==> src/rtl/qam_demapper_pkg.sv <==
// Shared definitions for the QAM hard-decision demapper read-out path.
package qam_demapper_pkg;

    localparam int DATA_W_DEF = 4;

    typedef enum logic [1:0] {
        IDLE    = 2'd0,
        GRANT   = 2'd1,
        DRAIN   = 2'd2,
        RELEASE = 2'd3
    } arb_state_t;

endpackage

==> src/rtl/qam_readout_arbiter_rr.sv <==
// Combinational round-robin pick: first requester at index >= rr_ptr, wrapping.
module rr_arbiter #(
    parameter int NUM_HOSTS = 4
) (
    input  logic [NUM_HOSTS-1:0]         req,
    input  logic [$clog2(NUM_HOSTS)-1:0] rr_ptr,
    output logic [NUM_HOSTS-1:0]         grant,
    output logic [$clog2(NUM_HOSTS)-1:0] grant_idx,
    output logic                         any
);

    localparam int PTR_W = $clog2(NUM_HOSTS);

    // One extra bit so rr_ptr + offset cannot overflow before the wrap.
    logic [PTR_W:0] cand;

    always_comb begin
        grant     = '0;
        grant_idx = '0;
        any       = 1'b0;
        cand      = '0;
        for (int i = 0; i < NUM_HOSTS; i++) begin
            cand = {1'b0, rr_ptr} + (PTR_W+1)'(i);
            if (cand >= (PTR_W+1)'(NUM_HOSTS)) begin
                cand = cand - (PTR_W+1)'(NUM_HOSTS);
            end
            if (!any && req[cand[PTR_W-1:0]]) begin
                any                     = 1'b1;
                grant_idx               = cand[PTR_W-1:0];
                grant[cand[PTR_W-1:0]]  = 1'b1;
            end
        end
    end

endmodule

==> src/rtl/qam_readout_arbiter.sv <==
// Round-robin arbiter sharing the demapper FIFO read-out between host requesters.
//
// state   | meaning
// IDLE    | no grant; waiting for data (available or pending) and a requester
// GRANT   | grant registered; pulse dm_read unless the controller is already in read-out
// DRAIN   | pop FIFO words to the granted host until empty, burst limit or request drop
// RELEASE | host_done to the granted host; advance rr_ptr, record pending, drop grant
module qam_readout_arbiter
    import qam_demapper_pkg::*;
#(
    parameter int NUM_HOSTS = 4,
    parameter int DATA_W    = DATA_W_DEF,
    parameter int BURST_MAX = 16
) (
    input  logic                 dclk,
    input  logic                 reset,
    input  logic [NUM_HOSTS-1:0] host_req,
    output logic [NUM_HOSTS-1:0] host_grant,
    output logic                 host_valid,
    output logic [DATA_W-1:0]    host_data,
    output logic [NUM_HOSTS-1:0] host_done,
    input  logic                 dm_enable,
    input  logic                 dm_available,
    output logic                 dm_read,
    input  logic                 fifo_rdempty,
    input  logic [DATA_W-1:0]    fifo_rdata,
    output logic                 fifo_rinc,
    output logic                 abort
);

    localparam int PTR_W = $clog2(NUM_HOSTS);
    localparam int CNT_W = $clog2(BURST_MAX + 1);
    localparam logic [CNT_W-1:0] LAST_CNT  = CNT_W'(BURST_MAX - 1);
    localparam logic [PTR_W-1:0] LAST_HOST = PTR_W'(NUM_HOSTS - 1);

    arb_state_t           state;
    logic [PTR_W-1:0]     rr_ptr;
    logic [PTR_W-1:0]     grant_idx;
    logic                 pending;
    logic [CNT_W-1:0]     burst_cnt;

    logic [NUM_HOSTS-1:0] pick_onehot;
    logic [PTR_W-1:0]     pick_idx;
    logic                 pick_any;
    logic                 granted_req;
    logic                 pop;
    logic                 drain_end;
    logic [PTR_W-1:0]     ptr_after;

    rr_arbiter #(
        .NUM_HOSTS (NUM_HOSTS)
    ) u_rr_arbiter (
        .req       (host_req),
        .rr_ptr    (rr_ptr),
        .grant     (pick_onehot),
        .grant_idx (pick_idx),
        .any       (pick_any)
    );

    assign granted_req = host_req[grant_idx];

    // The pop strobe must follow fifo_rdempty in the same cycle, so it is
    // decoded from the state rather than registered; reset and a falling
    // dm_enable block it immediately so nothing is lost from the FIFO.
    assign pop       = (state == DRAIN) & dm_enable & ~reset & ~fifo_rdempty & granted_req;
    assign fifo_rinc = pop;

    assign drain_end = fifo_rdempty | ~granted_req | (pop & (burst_cnt == LAST_CNT));
    assign ptr_after = (grant_idx == LAST_HOST) ? '0 : grant_idx + PTR_W'(1);

    always_ff @(posedge dclk) begin
        if (reset) begin
            state      <= IDLE;
            rr_ptr     <= '0;
            grant_idx  <= '0;
            pending    <= 1'b0;
            burst_cnt  <= '0;
            host_grant <= '0;
            host_valid <= 1'b0;
            host_data  <= '0;
            host_done  <= '0;
            dm_read    <= 1'b0;
            abort      <= 1'b0;
        end else begin
            host_valid <= 1'b0;
            host_done  <= '0;
            dm_read    <= 1'b0;
            abort      <= 1'b0;
            if (!dm_enable) begin
                // rr_ptr is kept (and advanced on abort) so the aborted host loses its turn.
                state      <= IDLE;
                pending    <= 1'b0;
                burst_cnt  <= '0;
                host_grant <= '0;
                if (state != IDLE) begin
                    abort  <= 1'b1;
                    rr_ptr <= ptr_after;
                end
            end else begin
                case (state)
                    IDLE: begin
                        if ((dm_available | pending) & pick_any) begin
                            host_grant <= pick_onehot;
                            grant_idx  <= pick_idx;
                            dm_read    <= ~pending;
                            state      <= GRANT;
                        end
                    end
                    GRANT: begin
                        state <= DRAIN;
                    end
                    DRAIN: begin
                        if (pop) begin
                            host_data  <= fifo_rdata;
                            host_valid <= 1'b1;
                            burst_cnt  <= burst_cnt + CNT_W'(1);
                        end
                        if (drain_end) begin
                            host_done <= host_grant;
                            state     <= RELEASE;
                        end
                    end
                    RELEASE: begin
                        host_grant <= '0;
                        burst_cnt  <= '0;
                        rr_ptr     <= ptr_after;
                        pending    <= ~fifo_rdempty;
                        state      <= IDLE;
                    end
                    default: begin
                        state <= IDLE;
                    end
                endcase
            end
        end
    end

endmodule

==> config.mk <==
export PLATFORM = sky130hd
export DESIGN_NAME = qam_readout_arbiter
export DESIGN_NICKNAME = d
export VERILOG_FILES = /design/src/rtl/qam_demapper_pkg.sv /design/src/rtl/qam_readout_arbiter_rr.sv /design/src/rtl/qam_readout_arbiter.sv
export SDC_FILE = /design/constraint.sdc
export NUM_CORES = 1
export LEC_CHECK = 0
export CORE_MARGIN = 2
export CORE_UTILIZATION = 53
export CTS_CLUSTER_SIZE = 12
export DETAILED_ROUTE_END_ITERATION = 8
export GPL_ROUTABILITY_DRIVEN = 0
export PLACE_DENSITY = 0.91
export RECOVER_POWER = 50
export SKIP_LAST_GASP = 1
export SYNTH_ARGS = -nofsm -noshare
export SYNTH_HDL_FRONTEND = slang
export SYNTH_HIERARCHICAL = 1
export SYNTH_SLANG_ARGS = --single-unit
==> constraint.sdc <==
create_clock -name dclk -period 2.7 [get_ports dclk]
set_clock_uncertainty 0.15 [all_clocks]
set_input_delay 0.405 -clock dclk [delete_from_list [all_inputs] [get_ports dclk]]
set_output_delay 0.405 -clock dclk [all_outputs]
set_load 0.03 [all_outputs]
==> results.json, run 1 <==
{
  "status": "complete, no violations",
  "mostFrequentLayoutCells": "27 x dfxtp_1, 19 x clkdlybuf4s50_1, 14 x nand2_1",
  "leakage_nw": 0.762,
  "r2r_start": "rr_ptr[1]",
  "syn_nets": 212,
  "drt_wl_total_um": 3750,
  "drcViolationCount": 0,
  "root_buffer": "clkbuf_4",
  "power_density_nw_per_um2": 368,
  "final_common_cell": "dfxtp_1",
  "setup_viol": 0,
  "startpoint_type": "input port",
  "avgSynthCellArea_um2": 9.03,
  "dp_hpwl_um": 2840,
  "synth-seq-area-share_pct": 31.8,
  "max_slew_margin_pct": 69.0,
  "worst-path-max-fanout": 7,
  "htree_levels": 1,
  "finalHoldViolCount": 0,
  "path_clk_slew_ns": 0.14,
  "die_w_um": 60.6,
  "wire_per_inst_um": 14.1,
  "holdPathEnd": "host_data[1]",
  "worstMarginPinSlew_ns": 0.464,
  "synth-edff-count": 0,
  "dp_cells": 261,
  "synth_area_um2": 1700,
  "dr.pass1.iters": 4,
  "grt_use_total_pct": 21.6,
  "synthArstFlopShare_pct": 0,
  "layout-drive-gt1-share_pct": 12.2,
  "io_pins": 29,
  "grt_pass1_vias": 1395,
  "reg2regPathDepth": 9,
  "core_area_um2": 3050,
  "start_util_pct": 55.6,
  "max_freq_mhz": 388,
  "grt_max_degree": 17,
  "placed_area_um2": 2050,
  "hold_depth": 2,
  "fin_area_um2": 2060,
  "cts_tree": "yes",
  "ctsHoldBuffers": 0,
  "reg2reg_to": "state[1]",
  "crit_path_end_kind": "primary output",
  "crit_type": "input port to primary output",
  "drt_iter0_drc": 55,
  "synth-seq-cells": 27,
  "yosysWarnings": 6,
  "insertion_delay_ns": 0.33,
  "grt_busiest_layer": "met2",
  "fin_cells": 265,
  "fin_crit_sh_pct": 95.6,
  "vias": 1533,
  "finalMaxSlewViolations": 0,
  "grt_pass1_wl_um": 6140,
  "fin_crit_ns": 2.58,
  "syn2layout_area_growth_pct": 21.5,
  "nets": 246,
  "rsz0062_at_grt": "false",
  "finalSetupTns_ns": 0,
  "cts_sinks": 27,
  "r2r_slack_ns": 0.15,
  "synth_cell_type_count": 48,
  "clock_path_buffers": 2,
  "min_path_type": "flop to flop",
  "viasPerCell": 5.78,
  "die_h_um": 60.6,
  "arrival_ns": 2.03,
  "nFillCells": 272,
  "synthCells": 188,
  "cts_made_buffers": 3,
  "gr-total-overflow": 0,
  "drtAntennaViolNets": 0,
  "critPathRequiredTime_ns": 2.14,
  "max-cap-violations": 0,
  "port_buffers": 28,
  "utilization_pct": 67.6,
  "gr-usage-met3_pct": 4.48,
  "min_from": "host_data[1]",
  "dieArea_um2": 3670,
  "synth-main-ff-cell": "dfxtp_1",
  "grt_util_met2_pct": 35.8,
  "n_antenna_cell": 0,
  "grtUsageMet1_pct": 29.4,
  "vdd_ir_drop_max_v": 0.000295,
  "row_count": 20,
  "antenna_found_initial": 0
}
## where the power goes
group | leakage (nW) | switching [W] | internal (W)
sequential | 0.218 | 0.00000558 | 0.000405
clock | 0.0139 | 0.000119 | 0.0000567
combinational | 0.530 | 0.0000921 | 0.0000798
total | 0.762 | 0.000217 | 0.000542
## through the flow
step                      worst slack (ns)  hold slack (ns)  power [W]
after detailed placement           -0.0857            0.321   0.000591
after floorplan                      0.245            0.296   0.000535
final                                0.119            0.342   0.000758
after global placement              0.0139            0.313   0.000586
after global routing                0.0299            0.359   0.000797
after CTS                            0.224            0.341   0.000763
## metal layers
metal | share of wire, % | wire [um]
met1 | 47 | 1770
met2 | 47 | 1760
met3 | 4.6 | 173
met4 | 0.99 | 37
met5 | 0 | 0
## registers in the layout, summed over array words and instances, names as in the netlist, 2 cells and up
register / cells
host_grant: 4
host_data: 4
burst_cnt: 5
grant_idx: 2
rr_ptr: 2
state: 2
host_done: 4
## cell type report
cell class	count	area, um2	share of cell area, %
multi-input cells	139	1030	50.2
flip-flops and latches	27	541	26.2
clock inverters	1	7.51	0.364
clock buffers	3	22.5	1.09
repair buffers	40	362	17.5
inverters	11	41.3	2.00
well taps	44	55.1	2.67
## worst max-delay path by stage
stage / startpoint / to / slack [ns]
2_1_floorplan: rr_ptr[0] / state[1] / 0.25
3_3_place_gp: host_req[3] / state[1] / 0.01
3_5_place_dp: host_req[3] / state[1] / -0.09
4_1_cts: state[0] / fifo_rinc / 0.22
5_1_grt: rr_ptr[1] / host_grant[3] / 0.03
6_report: host_req[3] / fifo_rinc / 0.12
## critical path: stages
cell and delay (ns):
clkdlybuf4s50_1 0.51, mux2_1 0.40, a22oi_1 0.24, nor2_1 0.11
dlygate4sd2_1 0.37
## cell usage after synthesis, types with 3 or more instances
master	number	area [um2]
o21ai_0	8	40.0
ha_1	11	138
nor2_1	13	48.8
and2_1	4	25.0
dfxtp_1	27	541
buf_6	3	33.8
nand2_1	14	52.6
mux2i_1	5	50.1
a22oi_1	10	75.1
buf_2	3	15.0
clkbuf_1	3	11.3
mux2_2	3	33.8
a21oi_1	11	55.1
nand4_1	3	18.8
o21ai_1	4	20.0
nor3_1	3	15.0
inv_1	11	41.3
o211ai_1	3	22.5
nand3_1	13	65.1
## cells by family after synthesis
logic type / share of synthesized area, %
muxes: 12.5
and+or+nand+nor: 19.5
AOI/OAI and AO/OA: 21.4
DFF: 31.8
adders and majority gates: 8.11
buffers and inverters: 6.71
## repair_timing
item | in CTS | in global routing
hold endpoints to repair | 0 | 0
setup buffers | 0 | 0
resized for setup | 1 | 0
endpoints found under the setup margin | 1 | 0
(Power assumes the default switching activity.)
==> run 2, diff against run 1 <==
- SKIP_CTS_REPAIR_TIMING: unset -> 1
==> run 2 against run 1 <==
Against the previous run:
- clock power hardly changed
- core utilization is 0.12 points higher
- sequential cell count stayed put
- largest cell class unchanged
==> results.json, run 2 (synthesis results as in run 1) <==
{
  "status": "complete, no violations",
  "vdd_ir_drop_max_v": 0.000295,
  "cts_made_buffers": 3,
  "grt_max_degree": 17,
  "dp_cells": 261,
  "dieArea_um2": 3670,
  "critPathRequiredTime_ns": 2.82,
  "wl_met3_um": 173,
  "wl_met2_um": 1770,
  "antenna_found_initial": 0,
  "crit_path_end_kind": "flop",
  "leakage_nw": 0.776,
  "fin_cells": 265,
  "largest_reg_flops": 5,
  "regMostFlops": "burst_cnt",
  "placed_area_um2": 2050,
  "clock_path_buffers": 2,
  "max_slew_margin_pct": 69.0,
  "fin_area_um2": 2070,
  "core_area_um2": 3050,
  "row_count": 20,
  "die_h_um": 60.6,
  "io_pins": 29,
  "rsz0062_at_grt": "false",
  "drcViolationCount": 0,
  "nets": 246,
  "grt_pass1_wl_um": 6140,
  "path_clk_slew_ns": 0.14,
  "finalHoldViolCount": 0,
  "top_layer": "met4",
  "viasPerCell": 5.78,
  "final_common_cell": "dfxtp_1",
  "power_density_nw_per_um2": 367,
  "htree_levels": 1,
  "drt_wl_total_um": 3750,
  "mostFrequentLayoutCells": "27 x dfxtp_1, 19 x clkdlybuf4s50_1, 14 x nand2_1",
  "port_buffers": 28,
  "nFillCells": 272,
  "root_buffer": "clkbuf_4",
  "cts_tree": "yes",
  "drtAntennaViolNets": 0,
  "wire_per_inst_um": 14.1,
  "vias": 1533,
  "die_w_um": 60.6,
  "max-cap-violations": 0,
  "fin_crit_sh_pct": 94.3,
  "gr-total-overflow": 0,
  "arrival_ns": 2.66,
  "drt_iter0_drc": 55,
  "worst-path-max-fanout": 5,
  "utilization_pct": 67.7,
  "setup_viol": 0,
  "finalMaxSlewViolations": 0,
  "worstMarginPinSlew_ns": 0.464,
  "min_path_type": "flop to flop",
  "startpoint_type": "flop",
  "insertion_delay_ns": 0.33,
  "fin_crit_ns": 2.55,
  "grt_use_total_pct": 21.6,
  "n_antenna_cell": 0,
  "start_util_pct": 55.6,
  "layout-drive-gt1-share_pct": 12.2,
  "syn2layout_area_growth_pct": 21.7,
  "grt_pass1_vias": 1395,
  "crit_type": "flop to flop",
  "dr.pass1.iters": 4,
  "cts_sinks": 27,
  "dp_hpwl_um": 2840,
  "max_freq_mhz": 393,
  "met1_length_um": 1770
}
## run 2: changes by cell type in the layout (fill, tap and decap cells not counted)
cell / previous run / this run
dlygate4sd2_1: 1 / 0
dlymetal6s2s_1: 0 / 1
## run 2: layout make-up
| type | instances | area [um2] | share of cell area, % |
|---|---|---|---|
| timing repair buffer | 40 | 365 | 17.7 |
| tap | 44 | 55.1 | 2.66 |
| clock inverter | 1 | 7.51 | 0.363 |
| clock buffer | 3 | 22.5 | 1.09 |
| multi-input combinational | 139 | 1030 | 50.1 |
| sequential | 27 | 541 | 26.2 |
| inverter | 11 | 41.3 | 2.00 |
## run 2: per-layer routing
metal | up-vias | GRT usage (%)
li1 | 761 | -
met3 | 4 | 4.48
met2 | 58 | 35.8
met1 | 710 | 29.4
met4 | 0 | 4.35
met5 | - | 0
## run 2: power breakdown
group	switching, W	internal, W
sequential	0.00000558	0.000405
combinational	0.0000921	0.0000798
clock	0.000119	0.0000567
## run 2: stage by stage
stage / total power [W] / setup slack (ns) / hold WS, ns / setup TNS (ns)
after floorplan: 0.000535 / 0.245 / 0.296 / 0
after global placement: 0.000586 / 0.0139 / 0.313 / 0
after detailed placement: 0.000591 / -0.0857 / 0.321 / -0.251
after CTS: 0.000763 / -0.0588 / 0.341 / -0.0588
after global routing: 0.000797 / 0.0299 / 0.359 / 0
final: 0.000758 / 0.155 / 0.342 / 0
## run 2: worst max-delay path: stages, from the launching register on
cell      delay [ns]
dfxtp_1         0.36
inv_1           0.10
ha_1            0.37
mux4_2          0.40
nor3_1          0.31
nand2b_1        0.14
o21ai_0         0.17
nand2_1         0.13
o21ai_1         0.14
mux2i_1         0.21
## run 2: path summary, 6_finish.rpt
kind | from | to | slack, ns | cells past startpoint
worst max register to register | rr_ptr[1] | state[1] | 0.15 | 9
worst min register to register | host_data[1] | host_data[1] | 0.34 | 2
worst max-delay path | rr_ptr[1] | state[1] | 0.15 | 9
worst min-delay path | host_data[1] | host_data[1] | 0.34 | 2
==> run 3, diff against run 2 <==
- CORE_ASPECT_RATIO: unset -> 2
==> run 3 against run 2 <==
Against the previous run:
- die area up 0.74%
- sequential power is essentially flat
- final cell count decreased by 4.9%
- core utilization fell by 1.2 points
- combinational power rose by 2%
- clock power grew 28%
- count of clock-buffer cells in the layout grew 1
- fmax rose by 1.8%
- power increased by 6.9%
- register-to-register slack better by 0.05 ns
- cell area up 0.36%
- critical endpoint unchanged
- highest routed layer unchanged
- worst hold slack got worse by 0.014 ns
==> results.json, run 3 (synthesis results as in run 1) <==
{
  "viasPerCell": 6.02,
  "worstMarginPinSlew_ns": 0.495,
  "vias": 1518,
  "p_total_w": 0.000811,
  "max-cap-violations": 0,
  "grt_pass1_vias": 1466,
  "gr-total-overflow": 0,
  "mostFrequentLayoutCells": "27 x dfxtp_1, 16 x dlygate4sd3_1, 14 x nand2_1",
  "n_antenna_cell": 0,
  "start_util_pct": 54.4,
  "min_from": "host_data[0]",
  "reg2reg_to": "state[1]",
  "largest_reg_flops": 5,
  "setup_viol": 0,
  "rsz0062_at_grt": "false",
  "cts_made_buffers": 3,
  "insertion_delay_ns": 0.27,
  "cts_sinks": 27,
  "hold_depth": 2,
  "fin_crit_sh_pct": 92.6,
  "drtAntennaViolNets": 0,
  "dp_hpwl_um": 2940,
  "arrival_ns": 2.55,
  "antenna_found_initial": 0,
  "die_w_um": 44.0,
  "min_path_type": "flop to flop",
  "core_area_um2": 3120,
  "fin_ws_ns": 0.200,
  "final_common_cell": "dfxtp_1",
  "row_count": 29,
  "max_freq_mhz": 400,
  "crit_path_end_kind": "flop",
  "htree_levels": 1,
  "leakage_nw": 0.797,
  "clock_path_buffers": 2,
  "regMostFlops": "burst_cnt",
  "fin_crit_ns": 2.50,
  "nets": 246,
  "path_clk_slew_ns": 0.09,
  "cts_tree": "yes",
  "power_density_nw_per_um2": 391,
  "root_buffer": "clkbuf_8",
  "grt_use_total_pct": 22.3,
  "status": "complete, no violations",
  "io_pins": 29,
  "wire_per_inst_um": 15.0,
  "grt_pass1_wl_um": 6390,
  "drcViolationCount": 0,
  "r2r_slack_ns": 0.20,
  "critPathRequiredTime_ns": 2.75,
  "grt_max_degree": 15,
  "drt_iter0_drc": 63,
  "finalHoldViolCount": 0,
  "port_buffers": 28,
  "finalMaxSlewViolations": 0,
  "worst-path-max-fanout": 7,
  "crit_type": "flop to flop",
  "startpoint_type": "flop",
  "syn2layout_area_growth_pct": 22.2,
  "drt_wl_total_um": 3790,
  "layout-drive-gt1-share_pct": 13.6,
  "dieArea_um2": 3700,
  "post-place-ws_ns": -0.0438,
  "max_slew_margin_pct": 67.0,
  "vdd_ir_drop_max_v": 0.000347,
  "die_h_um": 84.0,
  "reg2regPathDepth": 9,
  "holdPathEnd": "host_data[0]",
  "dr.pass1.iters": 5,
  "r2r_start": "rr_ptr[0]"
}
run 3: cell types whose count changed in the layout (fill, tap and decap cells not counted), moves of 3 or more:
| cell | previous run | this run |
|---|---|---|
| dlygate4sd3_1 | 8 | 16 |
| o21ai_0 | 11 | 8 |
| clkbuf_4 | 3 | 0 |
| clkbuf_8 | 0 | 3 |
| o21ai_1 | 1 | 4 |
| clkdlybuf4s50_1 | 19 | 11 |
run 3: critical path: stages, from the launching register on:
cell and delay (ns):
dfxtp_1 0.38, inv_1 0.09, ha_1 0.36, mux4_2 0.41, nor3_2 0.23, nand2b_1 0.12
o21ai_0 0.17, nand2_1 0.13, o21ai_1 0.15, mux2i_1 0.21
run 3: worst max path at each step:
stage	from	endpoint	slack [ns]
3_3_place_gp	host_req[1]	state[1]	0.06
5_1_grt	rr_ptr[0]	state[1]	0.02
6_report	rr_ptr[0]	state[1]	0.20
4_1_cts	rr_ptr[0]	state[1]	0.19
2_1_floorplan	rr_ptr[0]	state[1]	0.25
3_5_place_dp	host_req[1]	state[1]	-0.04
run 3: through the flow:
step	instances	util [%]	hold slack, ns	cell area [um2]	setup TNS, ns
final	252	66.5	0.328	2070	0
after global routing	252	66.5	0.365	2070	0
after CTS	252	66.6	0.334	2080	0
after detailed placement	248	65.1	0.322	2030	-0.0438
after global placement	248	65.1	0.308	2030	0
after floorplan	188	-	0.296	1700	0
run 3: power breakdown:
group | total (W) | switching, W | internal [W]
Sequential | 0.000410 | 0.00000579 | 0.000405
Clock | 0.000225 | 0.000119 | 0.000106
Combinational | 0.000176 | 0.0000945 | 0.0000810
Total | 0.000811 | 0.000219 | 0.000591
run 3: final cells by class:
| class | instances | area (um2) |
|---|---|---|
| clock buffers | 4 | 45.0 |
| fillers | 240 | 1050 |
| inverters | 11 | 41.3 |
| multi-input cells | 139 | 1050 |
| flip-flops and latches | 27 | 541 |
| well taps | 31 | 38.8 |
| repair buffers | 40 | 360 |
run 3: per-layer routing:
layer  wire length, um  vias up  track usage (%)
li1                  -      766                -
met1              1390      694             23.0
met2              2180       46             41.8
met3               100       12             1.95
met4               113        0             10.5
met5                 0        -                0
